### src/rtl/aud_pkg.sv
// Shared definitions for the AUD remote-memory-monitor target: state codes,
// command bit positions, access size codes, status nibbles and the
// size-to-nibble-count helpers.
package aud_pkg;

  localparam logic [3:0] S_IDLE   = 4'd0;
  localparam logic [3:0] S_CMD    = 4'd1;
  localparam logic [3:0] S_ADDR   = 4'd2;
  localparam logic [3:0] S_WDATA  = 4'd3;
  localparam logic [3:0] S_TURN   = 4'd4;
  localparam logic [3:0] S_WAIT   = 4'd5;
  localparam logic [3:0] S_STATUS = 4'd6;
  localparam logic [3:0] S_RDATA  = 4'd7;
  localparam logic [3:0] S_END    = 4'd8;
  localparam logic [3:0] S_SKIP   = 4'd9;
  localparam logic [3:0] S_DRAIN  = 4'd10;

  localparam int CMD_VALID = 3;
  localparam int CMD_WRITE = 2;

  localparam logic [1:0] SZ_BYTE = 2'd0;
  localparam logic [1:0] SZ_WORD = 2'd1;
  localparam logic [1:0] SZ_LONG = 2'd2;
  // Reserved size: accepted on the link but never reaches the bus.
  localparam logic [1:0] SZ_RSVD = 2'd3;

  localparam logic [3:0] ST_BUSY    = 4'b0000;
  localparam logic [3:0] ST_READY   = 4'b0001;
  localparam logic [3:0] ST_BUSERR  = 4'b0011;
  localparam logic [3:0] ST_TIMEOUT = 4'b0101;

  // Number of data nibbles carried for a given size code.
  function automatic logic [3:0] nibbles(input logic [1:0] size);
    case (size)
      SZ_BYTE: nibbles = 4'd2;
      SZ_WORD: nibbles = 4'd4;
      SZ_LONG: nibbles = 4'd8;
      default: nibbles = 4'd8;
    endcase
  endfunction

  // Index of the final data nibble for a given size code.
  function automatic logic [2:0] last_nib(input logic [1:0] size);
    logic [3:0] n;
    n = nibbles(size) - 4'd1;
    last_nib = n[2:0];
  endfunction

endpackage

### src/rtl/aud_nibble_sreg.sv
// 32-bit register that is filled one nibble at a time (or loaded whole)
// and read back one nibble at a time, selected by a 3-bit index.
module aud_nibble_sreg
  import aud_pkg::*;
(
  input  logic        clk,
  input  logic        rst,
  input  logic        clr,
  input  logic        ld_all,
  input  logic [31:0] all_i,
  input  logic        wr_nib,
  input  logic [2:0]  idx,
  input  logic [3:0]  nib_i,
  output logic [3:0]  nib_o,
  output logic [31:0] val_o
);

  logic [31:0] val_q, val_d;

  // Next value: clear wins over a whole-word load, which wins over a nibble write.
  always_comb begin
    val_d = val_q;
    if (clr) begin
      val_d = '0;
    end else if (ld_all) begin
      val_d = all_i;
    end else if (wr_nib) begin
      val_d[{idx, 2'b00} +: 4] = nib_i;
    end
  end

  // Register storage.
  always_ff @(posedge clk or posedge rst) begin
    if (rst) val_q <= '0;
    else     val_q <= val_d;
  end

  assign nib_o = val_q[{idx, 2'b00} +: 4];
  assign val_o = val_q;

endmodule

### src/rtl/aud_rmm_target.sv
// AUD remote-memory-monitor target: deserialises command/address/write data
// from the nibble link, performs one req/ack memory access, turns the bus
// around and returns a status nibble plus read data.
// Optional: define AUD_RMM_TARGET_TIMEOUT_EN to abandon a memory access
// after TIMEOUT_CYCLES cycles without mem_ack (status 0101).
module aud_rmm_target
  import aud_pkg::*;
#(
  parameter int TIMEOUT_CYCLES = 1024
) (
  input  logic        aud_ck,
  input  logic        rst,
  input  logic        aud_nsync,
  input  logic [3:0]  aud_data_i,
  output logic [3:0]  aud_data_o,
  output logic        aud_data_oe,
  output logic        mem_req,
  output logic        mem_we,
  output logic [1:0]  mem_size,
  output logic [31:0] mem_addr,
  output logic [31:0] mem_wdata,
  input  logic [31:0] mem_rdata,
  input  logic        mem_ack,
  input  logic        mem_err,
  output logic        busy
);

  logic [3:0] state_q, state_d;
  logic [2:0] cnt_q, cnt_d;
  logic       we_q, we_d;
  logic [1:0] size_q, size_d;
  logic       req_q, req_d;
  logic       oe_q, oe_d;
  logic [3:0] dout_q, dout_d;
  logic       err_q, err_d;
  logic       done_q, done_d;
  logic       rd_ok_q, rd_ok_d;

  logic        ack_now, tmo_hit;
  logic        addr_wr, wd_wr, wd_clr, rd_ld;
  logic [2:0]  rd_idx;
  logic [3:0]  rd_nib;
  logic [3:0]  unused_addr_nib, unused_wdata_nib;
  logic [31:0] unused_rdata_val;

  // An acknowledge only counts while a request is actually outstanding.
  assign ack_now = mem_ack && req_q;

  // Read-data nibble to present on the next edge: nibble 0 when leaving
  // STATUS, otherwise the one after the nibble currently on the pins.
  assign rd_idx = (state_q == S_RDATA) ? (cnt_q + 3'd1) : 3'd0;

`ifdef AUD_RMM_TARGET_TIMEOUT_EN
  localparam logic [31:0] TMO_LAST = 32'(TIMEOUT_CYCLES - 1);
  logic [31:0] tmo_q, tmo_d;

  // Timeout counter: cleared in TURN, counts every WAIT/DRAIN cycle.
  always_comb begin
    tmo_d = tmo_q;
    if (state_q == S_TURN) tmo_d = '0;
    else if (state_q == S_WAIT || state_q == S_DRAIN) tmo_d = tmo_q + 32'd1;
  end

  // Timeout counter register.
  always_ff @(posedge aud_ck or posedge rst) begin
    if (rst) tmo_q <= '0;
    else     tmo_q <= tmo_d;
  end

  assign tmo_hit = req_q && !ack_now && (tmo_q == TMO_LAST) &&
                   (state_q == S_WAIT || state_q == S_DRAIN);
`else
  assign tmo_hit = 1'b0;
`endif

  // Link/bus sequencer: next state, counters, request and pin drive.
  always_comb begin
    state_d = state_q;
    cnt_d   = cnt_q;
    we_d    = we_q;
    size_d  = size_q;
    req_d   = req_q;
    oe_d    = oe_q;
    dout_d  = dout_q;
    err_d   = err_q;
    done_d  = done_q;
    rd_ok_d = rd_ok_q;
    addr_wr = 1'b0;
    wd_wr   = 1'b0;
    wd_clr  = 1'b0;
    rd_ld   = 1'b0;

    if (ack_now) req_d = 1'b0;

    case (state_q)
      S_IDLE: begin
        if (!aud_nsync) state_d = S_CMD;
      end
      S_CMD: begin
        if (aud_nsync) begin
          state_d = S_IDLE;
        end else if (!aud_data_i[CMD_VALID]) begin
          state_d = S_SKIP;
        end else begin
          we_d    = aud_data_i[CMD_WRITE];
          size_d  = aud_data_i[1:0];
          cnt_d   = 3'd0;
          wd_clr  = 1'b1;
          state_d = S_ADDR;
        end
      end
      S_ADDR: begin
        if (aud_nsync) begin
          state_d = S_IDLE;
        end else begin
          addr_wr = 1'b1;
          cnt_d   = cnt_q + 3'd1;
          if (cnt_q == 3'd7) begin
            cnt_d = 3'd0;
            if (we_q) begin
              state_d = S_WDATA;
            end else begin
              state_d = S_TURN;
              req_d   = (size_q != SZ_RSVD);
              done_d  = 1'b0;
              err_d   = 1'b0;
            end
          end
        end
      end
      S_WDATA: begin
        if (aud_nsync) begin
          state_d = S_IDLE;
        end else begin
          wd_wr = 1'b1;
          cnt_d = cnt_q + 3'd1;
          if (cnt_q == last_nib(size_q)) begin
            state_d = S_TURN;
            req_d   = (size_q != SZ_RSVD);
            done_d  = 1'b0;
            err_d   = 1'b0;
          end
        end
      end
      S_TURN: begin
        if (ack_now) begin
          rd_ld  = 1'b1;
          err_d  = mem_err;
          done_d = 1'b1;
        end
        if (aud_nsync) begin
          state_d = (req_q && !ack_now) ? S_DRAIN : S_IDLE;
        end else begin
          state_d = S_WAIT;
          oe_d    = 1'b1;
          dout_d  = ST_BUSY;
        end
      end
      S_WAIT: begin
        if (ack_now) begin
          rd_ld  = 1'b1;
          err_d  = mem_err;
          done_d = 1'b1;
        end
        if (aud_nsync) begin
          oe_d = 1'b0;
          if (req_q && !ack_now && !tmo_hit) begin
            state_d = S_DRAIN;
          end else begin
            state_d = S_IDLE;
            req_d   = 1'b0;
          end
        end else if ((size_q == SZ_RSVD) || tmo_hit || ack_now || done_q) begin
          state_d = S_STATUS;
          req_d   = 1'b0;
          if (size_q == SZ_RSVD) dout_d = ST_BUSERR;
          else if (ack_now)      dout_d = mem_err ? ST_BUSERR : ST_READY;
          else if (done_q)       dout_d = err_q ? ST_BUSERR : ST_READY;
          else                   dout_d = ST_TIMEOUT;
          rd_ok_d = !we_q && (dout_d == ST_READY);
        end
      end
      S_STATUS: begin
        if (rd_ok_q) begin
          state_d = S_RDATA;
          cnt_d   = 3'd0;
          dout_d  = rd_nib;
        end else begin
          state_d = S_END;
          oe_d    = 1'b0;
        end
      end
      S_RDATA: begin
        if (cnt_q == last_nib(size_q)) begin
          state_d = S_END;
          oe_d    = 1'b0;
        end else begin
          cnt_d  = cnt_q + 3'd1;
          dout_d = rd_nib;
        end
      end
      S_END, S_SKIP: begin
        oe_d = 1'b0;
        if (aud_nsync) state_d = S_IDLE;
      end
      S_DRAIN: begin
        oe_d = 1'b0;
        if (ack_now || tmo_hit || !req_q) begin
          state_d = S_IDLE;
          req_d   = 1'b0;
        end
      end
      default: begin
        state_d = S_IDLE;
        req_d   = 1'b0;
        oe_d    = 1'b0;
      end
    endcase

    if (!oe_d) dout_d = '0;
  end

  // Control and pin registers.
  always_ff @(posedge aud_ck or posedge rst) begin
    if (rst) begin
      state_q <= S_IDLE;
      cnt_q   <= '0;
      we_q    <= 1'b0;
      size_q  <= '0;
      req_q   <= 1'b0;
      oe_q    <= 1'b0;
      dout_q  <= '0;
      err_q   <= 1'b0;
      done_q  <= 1'b0;
      rd_ok_q <= 1'b0;
    end else begin
      state_q <= state_d;
      cnt_q   <= cnt_d;
      we_q    <= we_d;
      size_q  <= size_d;
      req_q   <= req_d;
      oe_q    <= oe_d;
      dout_q  <= dout_d;
      err_q   <= err_d;
      done_q  <= done_d;
      rd_ok_q <= rd_ok_d;
    end
  end

  aud_nibble_sreg u_addr (
    .clk    (aud_ck),
    .rst    (rst),
    .clr    (1'b0),
    .ld_all (1'b0),
    .all_i  (32'h0),
    .wr_nib (addr_wr),
    .idx    (cnt_q),
    .nib_i  (aud_data_i),
    .nib_o  (unused_addr_nib),
    .val_o  (mem_addr)
  );

  aud_nibble_sreg u_wdata (
    .clk    (aud_ck),
    .rst    (rst),
    .clr    (wd_clr),
    .ld_all (1'b0),
    .all_i  (32'h0),
    .wr_nib (wd_wr),
    .idx    (cnt_q),
    .nib_i  (aud_data_i),
    .nib_o  (unused_wdata_nib),
    .val_o  (mem_wdata)
  );

  aud_nibble_sreg u_rdata (
    .clk    (aud_ck),
    .rst    (rst),
    .clr    (1'b0),
    .ld_all (rd_ld),
    .all_i  (mem_rdata),
    .wr_nib (1'b0),
    .idx    (rd_idx),
    .nib_i  (4'h0),
    .nib_o  (rd_nib),
    .val_o  (unused_rdata_val)
  );

  assign aud_data_o  = dout_q;
  assign aud_data_oe = oe_q;
  assign mem_req     = req_q;
  assign mem_we      = we_q;
  assign mem_size    = size_q;
  assign busy        = (state_q != S_IDLE);

endmodule

### config.mk
export PLATFORM = sky130hd
export DESIGN_NAME = aud_rmm_target
export DESIGN_NICKNAME = d
export VERILOG_FILES = /design/src/rtl/aud_pkg.sv /design/src/rtl/aud_nibble_sreg.sv /design/src/rtl/aud_rmm_target.sv
export SDC_FILE = /design/constraint.sdc
export NUM_CORES = 1
export LEC_CHECK = 0
export CAP_MARGIN = 20
export CORE_AREA = 2 2 93 163
export DETAILED_ROUTE_END_ITERATION = 6
export DIE_AREA = 0 0 95 165
export GPL_ROUTABILITY_DRIVEN = 0
export PLACE_DENSITY = 0.64
export SYNTH_ARGS = -nofsm -noshare
export SYNTH_HDL_FRONTEND = slang
export SYNTH_SLANG_ARGS = --single-unit
### constraint.sdc
create_clock -name aud_ck -period 9.5 [get_ports aud_ck]
set_clock_uncertainty 0.15 [all_clocks]
set_input_delay 1.9 -clock aud_ck [delete_from_list [all_inputs] [get_ports aud_ck]]
set_output_delay 1.9 -clock aud_ck [all_outputs]
set_load 0.1 [all_outputs]
# Word-level counts from Yosys, hierarchy flattened
# Cells that the tools add are included.
# W data, S select, Z words.
# word_totals
reg_bits	115
in_bits	41
output_inout_bits	74
elab_cells	168
# classes
shift	3
bitwise_logic	1
add_sub_neg	4
muxes	82
eq_ne	40
reduce_logical	25
# op_table
cell	count
$mux W4	24
$bwmux W32	2
$mux W32	2
$mux W3	15
$pmux W4 S10	1
$shift A4 B7 Y32 const A	1
$shiftx A32 B6 Y4	1
$shiftx A4 B7 Y32	1
$mux W1	29
$ne A2 B2 Y1 const B	13
$ne A3 B3 Y1 const B	8
$reduce_and A7 Y1	3
$eq A4 B3 Y1 const B	4
$pmux W4 S4	1
$pmux W3 S5	1
$eq A4 B4 Y1 const B	3
$pmux W1 S5	2
$eq A4 B1 Y1 const B	2
$eq A4 B2 Y1 const B	2
$neg A5 Y7	1
$reduce_or A7 Y1	1
$eq A3 B3 Y1	2
$pmux W1 S3	2
$pmux W3 S2	1
22 further kinds	33

# Logic depth before layout (Yosys ltp)
# depth
depth_word	11
ltp_mapped	10
ltp_nobuf	8

# Cells and area by module
# Synthesis repeated with hierarchy kept, for this count alone.
# hier_totals
hier_cells	865
area_unflattened_um2	8440.6
# modules_own_cells
module	instances	seq_area_each_um2	cells_per_inst	area_each_um2
aud_nibble_sreg at u_addr	1	800.8	243	2382.3
aud_nibble_sreg at u_wdata	1	800.8	235	2321.0
aud_nibble_sreg at u_rdata	1	800.8	222	2259.7
aud_rmm_target	1	475.5	165	1477.7

# Worst setup path before layout
# Ideal clock, no wire load.
# synth_path
kind	input to register
startpoint	in aud_nsync
endpoint	reg u_addr.val_q[28], in the netlist u_addr.val_o[28]
required_ns	9.224
arrival_time_ns	3.357
cell_stages	6
path_slack_ns	5.867
n_path_buf	1
setup_time_ns	0.126
path_cell_list	or3b_1 > buf_2 > or3_1 > nor3_2 > nand2_1 > mux2_2
# synth_between
elab_chain_cells	2
# synth_lines
element	line_no	text
start: declaration	aud_rmm_target.sv:13	input logic aud_nsync,
$mux W1	aud_rmm_target.sv:113	if (aud_nsync) begin
$mux W1	aud_rmm_target.sv:95	case (state_q)
end signal: assignment	aud_nibble_sreg.sv:35	else val_q <= val_d;
end: declaration	aud_nibble_sreg.sv:18	logic [31:0] val_q, val_d;
# Every way passes these cells.
# A chain may end at the register's enable or synchronous reset.

# Worst setup path in the final report
# layout_path
startpoint	reg state_q[2]
endpoint	out busy
# layout_between
elab_chain_cells	1
# layout_lines
element	line_no	text
start: declaration	aud_rmm_target.sv:28	logic [3:0] state_q, state_d;
start signal: assignment	aud_rmm_target.sv:237	state_q <= state_d;
$reduce_bool A4 Y1	aud_rmm_target.sv:294	assign busy = (state_q != S_IDLE);
end: declaration	aud_rmm_target.sv:25	output logic busy
# Every way passes these cells.

==> flow_summary.json <==
{
  "run_status": "finished, final reports clean",
  "ant_nets": 0,
  "setup_viol": 0,
  "wl_um": 15000,
  "p_leak_nw": 3.43,
  "insertion_delay_ps": 420,
  "synthArstFlopShare_pct": 100,
  "crit_arrival_ps": 2880,
  "endpoint_kind": "output pin",
  "firstDrtPassIters": 5,
  "synth_edf_count": 0,
  "numCtsBuffers": 17,
  "synthDistinctLibCells": 61,
  "synth_warnings": 0,
  "grt_max_degree": 83,
  "initial_core_util_pct": 39.4,
  "cts_root_buf": "clkbuf_16",
  "crit_required_ps": 7450,
  "detail_route.iter0.violations": 226,
  "globalRouteTotalUtil_pct": 20.2,
  "power_density_mw_per_mm2": 247,
  "drc": 0,
  "nets": 668,
  "cts_tree": "built",
  "setup_ws_ps": 4570,
  "via_count": 4564,
  "cts-hold-fix-buffers": 0,
  "max_slew_margin_pct": 28.1,
  "core-area_mm2": 0.0143,
  "fillers": 1282,
  "slew_violations": 0,
  "ys_seq_area_share_pct": 51.0,
  "path_max_fanout": 21,
  "rsz0062_at_grt": "false",
  "cts_resized": 0,
  "die_height_um": 165,
  "drv_cap": 0,
  "fin_tns_setup_ps": 0,
  "pre_cts_ws_ps": 4850,
  "synth_cells": 514,
  "htreeDepth": 4,
  "max_stage_delay_ps": 1140,
  "syn-num-nets": 562,
  "vias_per_cell": 5.62,
  "grt_antenna_before_repair": 0,
  "avgSynthCellArea_um2": 11.0,
  "cp_slowest_cell": "clkdlybuf4s50_1",
  "path_clk_slew_ps": 60,
  "cts_buffer_depth": 2,
  "worst-setup-path-type": "reg2out",
  "min_period_over_period_pct": 51.9,
  "worstHoldPathType": "reg2reg",
  "die_w_um": 95,
  "cpLargestDelayFamily": "buffers and inverters",
  "grt_overflow": 0,
  "grt_pass1_vias": 4583,
  "drive_gt1_share_pct": 19.8,
  "tightest_slew_ps": 1080,
  "max-vdd-ir-drop_uv": 125,
  "startpoint_type": "flop",
  "crit_buf_inv": 2,
  "place.port_buffers": 114,
  "n_antenna_cell": 0,
  "hold_ws_ps": 357,
  "fin_crit_ps": 4930,
  "wl_per_cell_um": 18.5,
  "num_rows": 58,
  "path_cells": "inv_1 -> nand3_1 -> clkdlybuf4s50_1",
  "syn2layout_area_growth_pct": 34.5,
  "dp_hpwl_um": 10900,
  "cts_setup_buffers": 0,
  "ios": 115,
  "final_hold_viol_count": 0,
  "grt_pass1_wl_um": 24200,
  "clock-sinks": 115,
  "dieArea_mm2": 0.0157,
  "syn_area_mm2": 0.00564,
  "ys_ff_latch": 115,
  "timing.fmax_mhz": 203,
  "synthFlopType": "dfrtp_1"
}
registers in the layout (all words and copies together) (netlist names):
| name | cells |
|---|---|
| done_q | 1 |
| rd_ok_q | 1 |
| err_q | 1 |
| mem_we | 1 |
| aud_data_oe | 1 |
| cnt_q | 3 |
| mem_size | 2 |
| mem_req | 1 |
| state_q | 4 |
| u_addr.val_o | 32 |
| u_rdata.val_o | 32 |
| u_wdata.val_o | 32 |
| aud_data_o | 4 |
worst paths after layout:
check,depth (start not counted),startpoint,to,slack [ps]
min in group asynchronous,2,rst,u_addr.val_o[3],1680
setup / recovery,3,state_q[2],busy,4570
max in group asynchronous,4,rst,u_rdata.val_o[26],6500
setup reg to reg,8,cnt_q[0],u_wdata.val_o[9],5630
hold reg to reg,1,u_rdata.val_o[26],u_rdata.val_o[26],360
hold / removal,1,u_rdata.val_o[26],u_rdata.val_o[26],360
through the flow:
stage	area [µm²]	utilization, %	cells	power, mW
after floorplan	5640	-	514	1.03
after global placement	6930	48.5	780	1.18
after detailed placement	6930	48.5	780	1.19
after CTS	7560	52.9	811	1.88
after global routing	7590	53.1	812	1.95
final	7590	53.1	812	1.87
cells by family (layout without fill, tap and decap cells):
| logic type | Yosys count | count (layout) | synth area share [%] |
|---|---|---|---|
| compound gates | 88 | 88 | 10.6 |
| xor+xnor | 1 | 1 | 0.155 |
| fa+ha+maj | 7 | 7 | 1.55 |
| buf+inv | 45 | 163 | 3.17 |
| flops | 115 | 115 | 51.0 |
| mux | 89 | 89 | 18.3 |
| simple gates | 169 | 169 | 15.2 |
cells in the final DEF (no fill, tap or decap), drive strengths merged, types with 2 or more instances in the layout:
cell and count:
mux2i 12, mux2 73, o22ai 5, a21oi 30, mux4 4, nor4bb 2, buf 5, nor3 12
clkbuf 17, nand2 58, inv 15, and3b 2, or3b 2, bufinv 4, a211oi 6, ha 7
o21ai 10, nand3 29, nand4b 2, o211ai 3, nand2b 7, dfrtp 115, clkinvlp 2, clkinv 6
clkdlybuf4s50 114, o2bb2ai 2, nor2 25, nor2b 3, a221oi 3, a22o 2, a32oi 2, nand4 3
and3 13, a31o 2, and2 3, a31oi 8, nor4 2
layer usage:
metal,share of wire (%),track usage (%),up-vias
met1,37,22.0,2283
li1,-,-,2088
met3,4.3,3.83,30
met5,0,0,-
met2,56,37.5,163
met4,2.5,8.63,0
cells in the mapped netlist (4+ instances only):
cell type / instances / share of area [%]
buf_2: 7 / 0.62
nand2_1: 58 / 3.9
ha_1: 7 / 1.6
nor2_1: 25 / 1.7
nor3_1: 9 / 0.80
clkbuf_1: 22 / 1.5
o21ai_0: 9 / 0.80
nand3_1: 29 / 2.6
a21oi_1: 30 / 2.7
nand2b_1: 7 / 0.78
mux2i_1: 12 / 2.1
a31oi_1: 8 / 0.89
o22ai_1: 5 / 0.55
and3_1: 13 / 1.4
a211oi_1: 6 / 0.80
dfrtp_1: 115 / 51
mux2_2: 73 / 15
inv_1: 13 / 0.87
mux4_2: 4 / 1.6
area by class of cell:
class	count	area [µm²]	area share, %
Sequential cell	115	2880	37.9
Multi-Input combinational cell	354	2600	34.3
Timing Repair Buffer	119	1200	15.8
Clock buffer	17	425	5.61
Tap cell	180	225	2.97
Clock inverter	14	205	2.70
Inverter	13	51.3	0.676
where the power goes:
group / total (mW) / switching (mW) / internal (mW)
sequential: 0.612 / 0.0887 / 0.524
clock: 0.686 / 0.246 / 0.441
combinational: 0.573 / 0.393 / 0.180
total: 1.87 / 0.728 / 1.14
Note: power is estimated with default switching activity, not from simulation.
